## config.mk

```make
export PLATFORM = sky130hd
export DESIGN_NAME = jt12_bus_rx
export DESIGN_NICKNAME = d
export VERILOG_FILES = /design/src/rtl/jt12_bus_pkg.sv /design/src/rtl/jt12_bus_fifo.sv /design/src/rtl/jt12_bus_rx.sv
export SDC_FILE = /design/constraint.sdc
export NUM_CORES = 1
export LEC_CHECK = 0
export BUFFER_PORTS_ARGS = -buffer_cell sky130_fd_sc_hd__buf_2
export CORE_MARGIN = 2
export CORE_UTILIZATION = 50
export CTS_BUF_LIST = sky130_fd_sc_hd__clkbuf_8
export CTS_CLUSTER_SIZE = 25
export DETAILED_ROUTE_END_ITERATION = 12
export GPL_ROUTABILITY_DRIVEN = 0
export PLACE_DENSITY = 0.82
export REMOVE_ABC_BUFFERS = 1
export SLEW_MARGIN = 20
export SYNTH_ARGS = -nofsm -noshare
export SYNTH_HDL_FRONTEND = slang
export SYNTH_SLANG_ARGS = --single-unit
```

## constraint.sdc

```tcl
create_clock -name clk -period 2.5 [get_ports clk]
set_input_delay 0.125 -clock clk [delete_from_list [all_inputs] [get_ports clk]]
set_output_delay 0.125 -clock clk [all_outputs]
set_load 0.02 [all_outputs]
```

## src/rtl/jt12_bus_pkg.sv

```systemverilog
// Shared constants for the YM2612-style CPU bus receiver: port decode,
// event packing layout and status byte bit positions.
package jt12_bus_pkg;

  localparam logic ADDR_PORT = 1'b0;
  localparam logic DATA_PORT = 1'b1;

  localparam int EV_W        = 17;
  localparam int EV_DATA_LSB = 0;
  localparam int EV_REG_LSB  = 8;
  localparam int EV_BANK     = 16;

  localparam int ST_BUSY = 7;
  localparam int ST_OVF  = 6;
  localparam int ST_FLB  = 1;
  localparam int ST_FLA  = 0;

  function automatic logic [EV_W-1:0] pack_ev(input logic bank, input logic [7:0] rg,
                                              input logic [7:0] data);
    logic [EV_W-1:0] ev;
    ev = '0;
    ev[EV_BANK] = bank;
    ev[EV_REG_LSB +: 8] = rg;
    ev[EV_DATA_LSB +: 8] = data;
    return ev;
  endfunction

endpackage

```

## src/rtl/jt12_bus_fifo.sv

```systemverilog
// Small synchronous event FIFO; head is combinational from storage (zero when empty).
// A push into a full FIFO is only taken when a pop happens in the same cen cycle.
module jt12_bus_fifo #(
  parameter int FIFO_DEPTH = 4,
  parameter int EV_W       = 17
) (
  input  logic            clk,
  input  logic            rst0,
  input  logic            cen,
  input  logic            push,
  input  logic [EV_W-1:0] push_data,
  input  logic            pop,
  output logic [EV_W-1:0] head,
  output logic            full,
  output logic            empty
);

  localparam int AW = $clog2(FIFO_DEPTH);

  logic [EV_W-1:0] mem [FIFO_DEPTH];
  logic [AW:0]     wr_ptr;
  logic [AW:0]     rd_ptr;
  logic            rd_en;
  logic            wr_en;

  // Extra pointer MSB distinguishes full from empty when the indices match.
  assign empty = (wr_ptr == rd_ptr);
  assign full  = (wr_ptr[AW] != rd_ptr[AW]) && (wr_ptr[AW-1:0] == rd_ptr[AW-1:0]);
  assign rd_en = cen & pop & ~empty;
  assign wr_en = cen & push & (~full | rd_en);
  assign head  = empty ? '0 : mem[rd_ptr[AW-1:0]];

  always_ff @(posedge clk or posedge rst0) begin
    if (rst0) begin
      wr_ptr <= '0;
      rd_ptr <= '0;
    end else begin
      if (wr_en) wr_ptr <= wr_ptr + 1'b1;
      if (rd_en) rd_ptr <= rd_ptr + 1'b1;
    end
  end

  always_ff @(posedge clk) begin
    if (wr_en) mem[wr_ptr[AW-1:0]] <= push_data;
  end

endmodule

```

## src/rtl/jt12_bus_rx.sv

```systemverilog
// CPU bus responder: turns address/data port strobes into {bank, reg, data}
// events, queues them for the register file and drives busy/status back to the CPU.
module jt12_bus_rx
  import jt12_bus_pkg::*;
#(
  parameter int BUSY_CYCLES = 32,
  parameter int FIFO_DEPTH  = 4
) (
  input  logic       clk,
  input  logic       rst0,
  input  logic       cen,
  input  logic       cs_n,
  input  logic       wr_n,
  input  logic [1:0] addr,
  input  logic [7:0] din,
  output logic [7:0] dout,
  input  logic       flag_a,
  input  logic       flag_b,
  output logic       busy,
  output logic       ev_valid,
  input  logic       ev_ready,
  output logic       ev_bank,
  output logic [7:0] ev_reg,
  output logic [7:0] ev_data,
  output logic       overflow
);

  logic            wr_act;
  logic            wr_act_d;
  logic            wr_edge;
  logic            addr_wr;
  logic            data_wr;
  logic            pop;
  logic            full;
  logic            empty;
  logic [7:0]      reg_addr;
  logic            bank_latch;
  logic [7:0]      busy_cnt;
  logic [EV_W-1:0] ev_in;
  logic [EV_W-1:0] ev_head;
  logic [7:0]      status;

  assign wr_act  = ~cs_n & ~wr_n;
  assign wr_edge = wr_act & ~wr_act_d;
  assign addr_wr = cen & wr_edge & (addr[0] == ADDR_PORT);
  assign data_wr = cen & wr_edge & (addr[0] == DATA_PORT);
  assign pop     = cen & ev_valid & ev_ready;

  // Bank comes from the address write; addr[1] during the data write is ignored.
  assign ev_in = pack_ev(bank_latch, reg_addr, din);

  jt12_bus_fifo #(
    .FIFO_DEPTH (FIFO_DEPTH),
    .EV_W       (EV_W)
  ) u_fifo (
    .clk       (clk),
    .rst0      (rst0),
    .cen       (cen),
    .push      (data_wr),
    .push_data (ev_in),
    .pop       (pop),
    .head      (ev_head),
    .full      (full),
    .empty     (empty)
  );

  assign ev_valid = ~empty;
  assign ev_bank  = ev_head[EV_BANK];
  assign ev_reg   = ev_head[EV_REG_LSB +: 8];
  assign ev_data  = ev_head[EV_DATA_LSB +: 8];
  assign busy     = (busy_cnt != 8'd0) | ev_valid;

  always_comb begin
    status = '0;
    status[ST_BUSY] = busy;
    status[ST_OVF]  = overflow;
    status[ST_FLB]  = flag_b;
    status[ST_FLA]  = flag_a;
  end

  always_ff @(posedge clk or posedge rst0) begin
    if (rst0) begin
      wr_act_d   <= 1'b0;
      reg_addr   <= 8'd0;
      bank_latch <= 1'b0;
      busy_cnt   <= 8'd0;
      overflow   <= 1'b0;
      dout       <= 8'd0;
    end else if (cen) begin
      wr_act_d <= wr_act;
      if (addr_wr) begin
        reg_addr   <= din;
        bank_latch <= addr[1];
      end
      // Reload happens even when the push is dropped on a full FIFO.
      if (data_wr) busy_cnt <= 8'(BUSY_CYCLES);
      else if (busy_cnt != 8'd0) busy_cnt <= busy_cnt - 8'd1;
      if (data_wr & full & ~pop) overflow <= 1'b1;
      dout <= status;
    end
  end

endmodule

```

### Yosys cells after proc, flatten, opt, wreduce, memory -nomap -nowiden

Memories as Yosys holds them, arrays and structs flattened.
Index checks and enable logic that the tools add are counted.

* equal/unequal tests: 3
* add/sub/neg operators: 3
* reductions and logical operators: 6
* bitwise operators: 22
* muxes and demuxes: 5

Operators with widths (count)
* 17-bit two-way mux: 1
* 8-bit two-way mux: 2
* 1-bit bitwise AND: 13
* 8-bit nonzero test: 1
* 8-bit by 1-bit subtractor with 8-bit output (second input constant): 1
* 1-bit NOT: 7
* 3-bit by 1-bit adder with 3-bit output (second input constant): 2
* 2-bit AND reduction: 3
* 3-bit == test: 1
* 2-bit == test: 1
* 1-bit two-way mux: 2
* 1-bit bitwise OR: 2
* 2-bit nonzero test: 1
* 1-bit logical AND: 1
* 1-bit inequality test: 1

* input port bits: 18
* output and inout bits: 28
* memory bits (writable): 68
* bits in registers: 29
* memories: 1

Memories
* u_fifo.mem: words 4, bits a word 17, read ports 1, clocked after memory_dff 0, wr ports 1, line jt12_bus_fifo.sv:20 `logic [EV_W-1:0] mem [FIFO_DEPTH];`

### Longest topological paths before layout

* depth after elaboration: 10
* depth in mapped cells: 6
* depth with buffers taken out: 6

### Hierarchy

From an unflattened synthesis, not the netlist that was laid out.

* cells, all modules: 243
* area, all modules: 4326.6 µm²

Modules (own cells, without submodules)
* jt12_bus_fifo: times used 1, cells an instance 150, area each 3196.8 µm²
* jt12_bus_rx: times used 1, cells an instance 93, area each 1129.8 µm²

### Worst setup path after synthesis

Ideal clock, no wire load.

* path type: flip-flop to flip-flop
* from: register wr_act_d
* to: memory u_fifo.mem[0][0], enable pin
* setup slack: 534 ps
* stages on the path, launching flop included: 5
* period minus slack after synthesis: 1966 ps
* arrival: 1591 ps
* data required time: 2125 ps
* cell sequence: dfrtp_1 > nor4b_1 > and2_1 > buf_2 > and3_1

* longest elaborated chain between the ends: 8

Ends and longest elaborated chain
* start, declared: line jt12_bus_rx.sv:29 `logic wr_act_d;`
* start signal, assigned: line jt12_bus_rx.sv:90 `wr_act_d <= wr_act;`
* 1-bit NOT: line jt12_bus_rx.sv:44 `assign wr_edge = wr_act & ~wr_act_d;`
* 1-bit bitwise AND: line jt12_bus_rx.sv:44
* 1-bit bitwise AND (2 in series): line jt12_bus_rx.sv:46 `assign data_wr = cen & wr_edge & (addr[0] == DATA_PORT);`
* 1-bit bitwise AND (2 in series): line jt12_bus_fifo.sv:30 `assign wr_en = cen & push & (~full | rd_en);`
* 1-bit two-way mux: line jt12_bus_fifo.sv:44 `if (wr_en) mem[wr_ptr[AW-1:0]] <= push_data;`
* 1-bit two-way mux (implied by the code): line jt12_bus_fifo.sv:44
* end, declared: line jt12_bus_fifo.sv:20

No other way between the ends.

### Worst setup path after layout

* from: register u_fifo.wr_ptr[0]
* to: output ev_data[6]

* longest elaborated chain between the ends: 2

Ends and longest elaborated chain
* start, declared: line jt12_bus_fifo.sv:21 `logic [AW:0] wr_ptr;`
* start signal, assigned: line jt12_bus_fifo.sv:38 `if (wr_en) wr_ptr <= wr_ptr + 1'b1;`
* 3-bit == test: line jt12_bus_fifo.sv:27 `assign empty = (wr_ptr == rd_ptr);`
* 17-bit two-way mux: line jt12_bus_fifo.sv:31 `assign head = empty ? '0 : mem[rd_ptr[AW-1:0]];`
* end, declared: line jt12_bus_rx.sv:24 `output logic [7:0] ev_data,`

No other way between the ends.

==> flow_summary.json <==
{
  "die_area_mm2": 0.00879,
  "period_share": 0.884,
  "critPathCaptureType": "primary output",
  "ys_seq_area_frac": 0.687,
  "grt_usage": 0.164,
  "dpl.hpwl_um": 4160,
  "dp_slack_ns": 0.272,
  "synthAdderAreaFrac": 0.0218,
  "instances_no_fill": 396,
  "crit_arrival_ns": 2.09,
  "synth.top_cells.by_count": "68 x edfxtp_1, 29 x dfrtp_1, 18 x nor2b_1, 15 x mux2_2",
  "cts_tree": "built",
  "outcome": "complete, no violations",
  "clock-skew-final_ns": 0.0123,
  "via_per_inst": 5.33,
  "synth.area.top_cells": "edfxtp_1 51%, dfrtp_1 18%, mux4_2 5.6%",
  "ys_warn_count": 0,
  "dp.cells": 370,
  "synthDominantCellAreaShare": 0.507,
  "post_cts_buffers": 0,
  "root_buffer": "clkbuf_8",
  "start_util": 0.518,
  "powerDensity_mw_per_mm2": 1070,
  "die_h_um": 93.7,
  "rsz0062_at_grt": "no",
  "ys_types": 39,
  "synth_edf_count": 68,
  "fin_ws_ns": 0.289,
  "cts.clk_slew.worst_paths_ns": 0.10,
  "worstMarginPinSlew_ns": 0.906,
  "ctsResizeCount": 0,
  "finalPower_w": 0.00498,
  "synth-compound-area-share": 0.0165,
  "worstSkewPairLatency_ns": 0.36,
  "grt_pass1_vias": 2211,
  "antenna_found_initial": 0,
  "yosys_most_used_dff": "edfxtp_1",
  "netlist_area_mm2": 0.00403,
  "layout-drive-gt1-share": 0.323,
  "clockBufferDepth": 2,
  "grt-ovfl-total": 0,
  "finalSetupViolations": 0,
  "syn_area_per_cell_um2": 17.6,
  "diodes": 0,
  "hold_viol": 0,
  "synth_seq_cells": 97,
  "critPathMaxFanout": 14,
  "avgRoutedWirePerCell_um": 16.4,
  "fillers": 577,
  "critPathKind": "register to primary output",
  "syn_to_final_growth_pct": 15.8,
  "htreeDepth": 3,
  "slew_violations": 0,
  "cap_violations": 0,
  "num_vias": 2110,
  "leakage_nw": 1.78,
  "synth_area_leader_cell": "edfxtp_1",
  "dieWidth_um": 93.7,
  "drtAntennaViolNets": 0,
  "cp.required_ns": 2.38,
  "routed_wl_um": 6510,
  "relSlewSlack": 0.396,
  "drcViolationCount": 0,
  "cts_buffers": 9,
  "rows": 32,
  "finalCriticalPeriod_ns": 2.21,
  "fmax_mhz": 452,
  "max-vdd-ir-drop_mv": 0.515,
  "synth.most_common_cell": "edfxtp_1",
  "portBuffers": 41,
  "critPathLaunchType": "register",
  "syn-instance-count": 229,
  "hold_path_class": "primary input to register",
  "synth_simple_gate_area_frac": 0.0774,
  "grt_max_degree": 30,
  "cts_sinks": 97,
  "io-pin-count": 46,
  "grt_pass1_wl_um": 10800,
  "synth-xor-area-share": 0.0218,
  "async_reset_ff_frac": 0.299,
  "synthMuxAreaShare": 0.149,
  "fin_nets": 314,
  "core-area_mm2": 0.00777,
  "utilization": 0.600,
  "drt_iter0_drc": 131,
  "firstDrtPassIters": 7,
  "synth_top_family_by_area": "multiplexers"
}
stage by stage:
stage	setup TNS, ns	cell area, um^2	hold slack [ns]
floorplan	-0.161	3960	0.203
global placement	0	4350	0.225
detailed placement	0	4350	0.225
CTS	0	4660	0.000427
global route	0	4660	0.00413
finish	0	4660	0.00682
state kept, by name, summed over array words and instances (netlist names):
register / flops
wr_act_d: 1
u_fifo.mem: 68
u_fifo.rd_ptr: 3
bank_latch: 1
dout: 4
u_fifo.wr_ptr: 3
overflow: 1
busy_cnt: 8
reg_addr: 8
logic make-up after synthesis:
family,Yosys count
AO/OA/AOI/OAI,10
other,1
flip-flops,97
XOR/XNOR,10
adder cells (fa/ha/maj),7
buffers and inverters,19
multiplexers,34
AND/OR/NAND/NOR,51
final cells by class:
type | instances | area, um^2 | area share
well taps | 102 | 128 | 0.0274
flip-flops and latches | 97 | 2770 | 0.594
inverters | 6 | 22.5 | 0.00483
clock inverters | 7 | 87.6 | 0.0188
clock buffers | 9 | 124 | 0.0266
multi-input cells | 116 | 1170 | 0.250
repair buffers | 59 | 365 | 0.0784
per-layer routing:
metal | wire length [um] | track usage | vias up
li1 | - | - | 981
met1 | 2870 | 0.222 | 1061
met2 | 3280 | 0.268 | 55
met3 | 252 | 0.0273 | 13
met4 | 109 | 0.0664 | 0
met5 | 0 | 0 | -
final timing paths:
path / from / endpoint / slack [ns] / depth (start not counted)
max: u_fifo.wr_ptr[0] / ev_data[6] / 0.29 / 5
min: din[6] / u_fifo.mem[0][6] / 0.007 / 1
max reg2reg: wr_act_d / u_fifo.mem[2][10] / 0.31 / 3
min reg2reg: u_fifo.rd_ptr[2] / u_fifo.rd_ptr[2] / 0.50 / 1
max in group asynchronous: rst0 / wr_act_d / 1.81 / 4
min in group asynchronous: rst0 / dout[0] / 0.39 / 4
power by group:
group / internal, W / switching [W]
Sequential: 0.00196 / 0.000174
Clock: 0.000483 / 0.000557
Combinational: 0.000789 / 0.00102
Total: 0.00323 / 0.00175
critical path, cell delays in order, from the launching register on:
cell and delay [ns]:
dfrtp_1 0.44, xor2_1 0.18, nor3b_2 0.57, buf_4 0.31
nor2b_1 0.07, buf_2 0.16
layout by cell type, fill, tap and decap left out, types with 2 or more instances in the layout:
| cell | count |
|---|---|
| a211oi_1 | 3 |
| a21oi_1 | 2 |
| and3_1 | 3 |
| buf_2 | 41 |
| buf_4 | 8 |
| clkbuf_8 | 9 |
| clkinv_4 | 4 |
| conb_1 | 4 |
| dfrtp_1 | 29 |
| dlygate4sd3_1 | 10 |
| edfxtp_1 | 68 |
| ha_1 | 7 |
| inv_1 | 6 |
| inv_8 | 2 |
| mux2_2 | 15 |
| mux2i_1 | 2 |
| mux4_1 | 7 |
| mux4_2 | 10 |
| nand2_1 | 4 |
| nand3_1 | 2 |
| nor2_1 | 10 |
| nor2b_1 | 18 |
| nor3b_1 | 2 |
| nor4_1 | 2 |
| or4_1 | 2 |
| xnor2_1 | 5 |
| xor2_1 | 5 |
timing repair:
action | 4_1_cts | 5_1_grt
setup endpoints to repair | 0 | 0
hold buffers | 10 | 0
endpoints found under the hold margin | 54 | 0
(Power assumes the default switching activity.)
